### config.mk
export PLATFORM = sky130hd
export DESIGN_NAME = register_select_encoder_flat
export DESIGN_NICKNAME = d
export VERILOG_FILES = /design/src/rtl/register_select_encoder_if.sv /design/src/rtl/register_select_encoder.sv /design/src/flat_wrapper.sv
export SDC_FILE = /design/constraint.sdc
export NUM_CORES = 1
export LEC_CHECK = 0
export BUFFER_PORTS_ARGS = -buffer_cell sky130_fd_sc_hd__clkbuf_2
export CORE_MARGIN = 4
export CORE_UTILIZATION = 60
export CTS_BUF_LIST = sky130_fd_sc_hd__clkbuf_16
export DETAILED_ROUTE_END_ITERATION = 10
export HOLD_SLACK_MARGIN = 0.1
export PLACE_DENSITY = 0.81
export SETUP_SLACK_MARGIN = 0.3
export SYNTH_ARGS = -nofsm -noshare
export SYNTH_HDL_FRONTEND = slang
export SYNTH_SLANG_ARGS = --single-unit
### constraint.sdc
create_clock -name clk -period 8.4 [get_ports clk]
set_input_delay 0.42 -clock clk [delete_from_list [all_inputs] [get_ports clk]]
set_output_delay 0.42 -clock clk [all_outputs]
set_load 0.02 [all_outputs]
### src/rtl/register_select_encoder_if.sv
// Load/drain bus of the register-select encoder: mask load request, index stream
// with valid/ready, and per-mask status (busy, done, popcount, one-hot).
`timescale 1ns/1ps
interface register_select_encoder_if #(
  parameter int NBITS = 32,
  parameter int IDX_W = 5
);
  logic [NBITS-1:0] SelectMask_i;
  logic             Load_i;
  logic             Ready_i;
  logic             Busy_o;
  logic             Valid_o;
  logic [IDX_W-1:0] Index_o;
  logic             Done_o;
  logic             OneHot_o;
  logic [IDX_W:0]   Count_o;

  // The master loads masks and consumes indices; the slave is the encoder.
  modport master (
    output SelectMask_i, Load_i, Ready_i,
    input  Busy_o, Valid_o, Index_o, Done_o, OneHot_o, Count_o
  );

  modport slave (
    input  SelectMask_i, Load_i, Ready_i,
    output Busy_o, Valid_o, Index_o, Done_o, OneHot_o, Count_o
  );
endinterface

### src/rtl/register_select_encoder.sv
// Register-select encoder: captures a register mask and streams the index of each
// set bit, lowest first, one per valid/ready handshake, then pulses Done_o.
`timescale 1ns/1ps
module register_select_encoder #(
  parameter int NBITS = 32,
  parameter int IDX_W = 5
) (
  input  logic                       clk,
  input  logic                       reset,
  register_select_encoder_if.slave   bus
);

  typedef enum logic [1:0] {
    ST_IDLE  = 2'd0,
    ST_DRAIN = 2'd1,
    ST_DONE  = 2'd2
  } state_e;

  state_e           state_q, state_d;
  logic [NBITS-1:0] mask_q, mask_d;
  logic [IDX_W:0]   count_q, count_d;
  logic             one_hot_q, one_hot_d;

  logic [IDX_W-1:0] low_idx;
  logic [IDX_W:0]   load_pop;

  // Priority encode of the pending mask: scanning high to low leaves the lowest set bit.
  always_comb begin
    low_idx = '0;
    for (int i = NBITS - 1; i >= 0; i--) begin
      if (mask_q[i]) low_idx = IDX_W'(i);
    end
  end

  always_comb begin
    load_pop = '0;
    for (int i = 0; i < NBITS; i++) begin
      load_pop = load_pop + (IDX_W + 1)'(bus.SelectMask_i[i]);
    end
  end

  always_comb begin
    // NOTE: every variable gets a default before the case so no path leaves it unassigned (no latch).
    state_d   = state_q;
    mask_d    = mask_q;
    count_d   = count_q;
    one_hot_d = one_hot_q;
    unique case (state_q)
      ST_IDLE: begin
        if (bus.Load_i) begin
          mask_d    = bus.SelectMask_i;
          count_d   = load_pop;
          one_hot_d = (load_pop == (IDX_W + 1)'(1));
          state_d   = (|bus.SelectMask_i) ? ST_DRAIN : ST_DONE;
        end
      end
      ST_DRAIN: begin
        if (bus.Ready_i) begin
          // m & (m - 1) clears exactly the lowest set bit, i.e. the one just accepted.
          mask_d  = mask_q & (mask_q - NBITS'(1));
          state_d = (mask_d == '0) ? ST_DONE : ST_DRAIN;
        end
      end
      ST_DONE: state_d = ST_IDLE;
      default: state_d = ST_IDLE;
    endcase
  end

  // NOTE: sequential state uses non-blocking assignments so every flop samples pre-edge values.
  always_ff @(posedge clk or negedge reset) begin
    if (!reset) begin
      // NOTE: the mask register is a plain flop vector, not a memory, so it is reset with the rest.
      state_q   <= ST_IDLE;
      mask_q    <= '0;
      count_q   <= '0;
      one_hot_q <= 1'b0;
    end else begin
      state_q   <= state_d;
      mask_q    <= mask_d;
      count_q   <= count_d;
      one_hot_q <= one_hot_d;
    end
  end

  // All outputs decode registered state only; nothing combinational from the inputs.
  assign bus.Busy_o   = (state_q == ST_DRAIN) || (state_q == ST_DONE);
  assign bus.Valid_o  = (state_q == ST_DRAIN);
  assign bus.Index_o  = (state_q == ST_DRAIN) ? low_idx : '0;
  assign bus.Done_o   = (state_q == ST_DONE);
  assign bus.Count_o  = count_q;
  assign bus.OneHot_o = one_hot_q;

endmodule

### src/flat_wrapper.sv
// flat-port wrapper written by rule: the top's interface ports become plain ports
module register_select_encoder_flat 
#(
  parameter int NBITS = 32,
  parameter int IDX_W = 5
)
  (clk, reset, bus_SelectMask_i, bus_Load_i, bus_Ready_i, bus_Busy_o, bus_Valid_o, bus_Index_o, bus_Done_o, bus_OneHot_o, bus_Count_o);
  register_select_encoder_if #(.NBITS(NBITS), .IDX_W(IDX_W)) bus_i ();
  input  logic clk;
  input  logic reset;
  input wire logic [$bits(bus_i.SelectMask_i)-1:0] bus_SelectMask_i;
  input wire logic [$bits(bus_i.Load_i)-1:0] bus_Load_i;
  input wire logic [$bits(bus_i.Ready_i)-1:0] bus_Ready_i;
  output wire logic [$bits(bus_i.Busy_o)-1:0] bus_Busy_o;
  output wire logic [$bits(bus_i.Valid_o)-1:0] bus_Valid_o;
  output wire logic [$bits(bus_i.Index_o)-1:0] bus_Index_o;
  output wire logic [$bits(bus_i.Done_o)-1:0] bus_Done_o;
  output wire logic [$bits(bus_i.OneHot_o)-1:0] bus_OneHot_o;
  output wire logic [$bits(bus_i.Count_o)-1:0] bus_Count_o;
  assign bus_i.SelectMask_i = bus_SelectMask_i;
  assign bus_i.Load_i = bus_Load_i;
  assign bus_i.Ready_i = bus_Ready_i;
  assign bus_Busy_o = bus_i.Busy_o;
  assign bus_Valid_o = bus_i.Valid_o;
  assign bus_Index_o = bus_i.Index_o;
  assign bus_Done_o = bus_i.Done_o;
  assign bus_OneHot_o = bus_i.OneHot_o;
  assign bus_Count_o = bus_i.Count_o;
  register_select_encoder #(.NBITS(NBITS), .IDX_W(IDX_W)) u_core (.clk(clk), .reset(reset), .bus(bus_i));
endmodule
==> key figures <==
Timing
  – TNS Setup: 0 ps
  – Relative slew slack: 29.50%
  – Clk_skew: roughly 4.1 ps
  – Final worst-path setup slack: approximately 3200 ps
  – Max Slew Vio Count: 0
  – Fin crit period: between 5000 and 6000 ps
  – Setup-failing EPs final: 0
  – Fmax: approximately 190 MHz
  – Worst-Margin Slew: between 1000 and 1500 ps
  – Hold Vio Cnt, Final: 0
  – Period utilisation layout: about three fifths
  – RSZ-0062 raised after global routing: no

Setup path
  – Arrival @ worst endpoint: ~5400 ps
  – Crit end category: flop
  – Worst setup SP type: input port
  – Critical path peak fanout: 2
  – Crit Path Class: in -> reg
  – Worst endpoint required time: roughly 8600 ps

Job
  – Max Cap Violations: 0

Clocking
  – CTS Sinks: around 40
  – Number of CTS-inserted buffers: 5
  – Skew-Pair Late Insertion Delay: between 200 and 300 ps
  – CTS max path bufs: 2
  – CTS tree: done
  – PostCTS Resize Cnt: 0
  – Clk slew on worst S/H paths: roughly 60 ps
  – CTS root buffer: clkbuf_16
  – Postcts setup bufs: 0
  – Hold Buf Count CTS: 0
  – Number of H-tree levels: 2

Synth
  – Flops & latches, synth: approximately 40
  – Largest family of logic cells by synthesized area: compound AO/OA/AOI/OAI gates
  – Post-Synth Adder-Cell Area: 18.64%
  – Synth Area in XOR/XNOR: less than 1%
  – Register area share after synthesis: ~30%
  – Simple-Gate Fraction of Synth Area: 18.78%
  – Post-synth design cell area: roughly 3500 sq um
  – Compound-gate portion of the synthesized area: ~23%
  – EDFF count, synth: 0
  – Syn_nets: between 400 and 500
  – Yosys warnings: 0
  – FFs w/ async S/R, synth: 100.0%
  – Mux cell area share after synthesis: less than 1%
  – Synth unique cells: 55
  – Synthesized instance count: about 410
  – Post-synth top flop: dfrtp_1
  – Mean post-synth cell area: 8.494 sq um

Layout
  – Fin nets: 518
  – ANT cells: 0
  – Layout cells sized above 1: around 16%
  – Util after Layout: about 70%
  – Commonest non-fill, non-tap cells in the layout: 56 x inv_1, 56 x nand2_1, 50 x clkbuf_2, 41 x dfrtp_1, 33 x o21ai_0
  – Synthesis-to-finish area growth: 11.83%

Pwr
  – Worst VDD drop: 0.0006188 V
  – Leak Pwr: 1.884 nW
  – Pwr Density: about 450 nW/um^2

GRT
  – Initial antenna violation count: 0
  – Tot GR Track Use: 27.65%
  – Grt total ovfl: 0
  – Vias in the first global route: between 3000 and 4000
  – First-pass GRT wire length: about 16 mm
  – Largest net degree at the start of global routing: 43

Run status
  – Outcome: complete, no violations

Die
  – Floorplan die width: 84.28 microns
  – # rows: 27
  – Core ar.: between 5000 and 6000 sq um
  – Effective utilization at floorplan: around 63%
  – Die Area: 7102 sq um
  – Die Y: approximately 84 microns
  – # IOs: 51

Drt
  – Final WL: between 9 and 10 mm
  – Routed Antenna Nets: 0
  – Residual DRC: 0
  – Drt pass-1 iters: 6
  – Initial DRC Count: around 440
  – Routed len/inst: 18.25 microns
  – Post-DR vias/cell: 6.252
  – Via count: roughly 3200

Placement
  – PortBufs: 50
  – DP HPWL: between 7 and 8 mm
  – DP Worst Slack: between 2000 and 3000 ps
  – RD Place Congestion: 0.9538

Worst hold path
  – Hold Path Class: in -> async
-- metal layers --
metal	track usage (%)	part of all wire, %	up-vias
li1	-	-	1525
met1	40.33	43	1549
met5	0	0	-
met3	4.220	8.3	12
met4	6.871	1.2	0
met2	43.33	47	159
-- worst max-delay path, stage by stage --
cell	delay [ps]
clkbuf_2	110
inv_1	60
ha_1	290
inv_1	70
fa_1	430
fa_1	550
fa_1	440
fa_1	490
fa_1	540
fa_1	430
fa_1	420
fa_1	410
xnor2_1	160
nor4b_1	340
a32o_1	230
-- flip-flops by register name, summed over array words and instances, names as in the netlist --
| signal | count |
|---|---|
| u_core.bus.OneHot_o | 1 |
| u_core.bus.Count_o | 6 |
| u_core.state_q | 2 |
| u_core.mask_q | 32 |
-- final cells by class --
| class | count | area, sq um |
|---|---|---|
| Timing Repair Buffer | 53 | 272.8 |
| Clock buffer | 5 | 125.1 |
| Fill cell | 467 | 1670 |
| Clock inverter | 3 | 37.54 |
| Tap cell | 72 | 90.09 |
| Multi-Input combinational cell | 290 | 2146 |
| Sequential cell | 41 | 1026 |
| Inverter | 55 | 206.4 |
-- power breakdown --
part,leakage [nW],internal [mW],total [mW],switching [mW]
Sequential,0.516,0.286,0.429,0.143
Clock,0.0826,0.138,0.216,0.0783
Combinational,1.28,0.481,1.10,0.617
-- cells by family after synthesis --
family	count (synthesis)
AO/OA/AOI/OAI	116
adder cells (fa/ha/maj)	38
flip-flops	41
AND/OR/NAND/NOR	131
multiplexers	2
buffers and inverters	80
XOR/XNOR	3
-- path summary, 6_finish.rpt --
path / start / end / slack [ps] / cells after the start
worst max-delay path: bus_SelectMask_i[0] / u_core.bus.OneHot_o / 3220 / 15
worst min-delay path: reset / u_core.mask_q[3] / 320 / 1
worst max register to register: u_core.mask_q[12] / u_core.state_q[0] / 4800 / 7
worst min register to register: u_core.bus.Count_o[4] / u_core.bus.Count_o[4] / 490 / 2
max in group asynchronous: reset / u_core.mask_q[26] / 7430 / 1
min in group clk: bus_SelectMask_i[30] / u_core.mask_q[30] / 400 / 2
-- cells in the mapped netlist (all sizes together) (2+ instances only) --
master | count | area share (%)
a211oi | 4 | 0.86
o31a | 2 | 0.54
o41ai | 2 | 0.50
nor2 | 16 | 1.7
ha | 12 | 4.3
fa | 24 | 14
or3 | 5 | 1.1
a22o | 25 | 6.3
or4 | 11 | 2.6
nor3 | 9 | 1.3
dfrtp | 41 | 29
nand3 | 6 | 0.86
nor4 | 14 | 2.5
o32a | 2 | 0.57
nand4 | 4 | 0.72
a21oi | 21 | 3.0
o21a | 3 | 0.65
or2 | 2 | 0.36
o221ai | 2 | 0.50
inv | 55 | 5.9
and3 | 2 | 0.36
mux2 | 2 | 0.65
nand2 | 56 | 6.0
nor2b | 2 | 0.36
clkbuf | 21 | 2.3
xor2 | 2 | 0.50
buf | 4 | 1.0
o22ai | 2 | 0.36
nand2b | 2 | 0.36
o21ai | 35 | 5.0
a221oi | 2 | 0.50
o31ai | 7 | 1.5
maj3 | 2 | 0.57
-- stage by stage --
stage	total power, mW	std cells	hold slack, ps	cell area (sq um)
3_3_place_gp	1.479	511	468.1	3741
3_5_place_dp	1.518	511	476.3	3741
5_1_grt	1.921	519	401.5	3904
6_report	1.744	519	318.8	3904
4_1_cts	1.735	519	358.1	3904
2_1_floorplan	1.263	411	124.4	3491
Note: power is estimated with default switching activity, not from simulation.
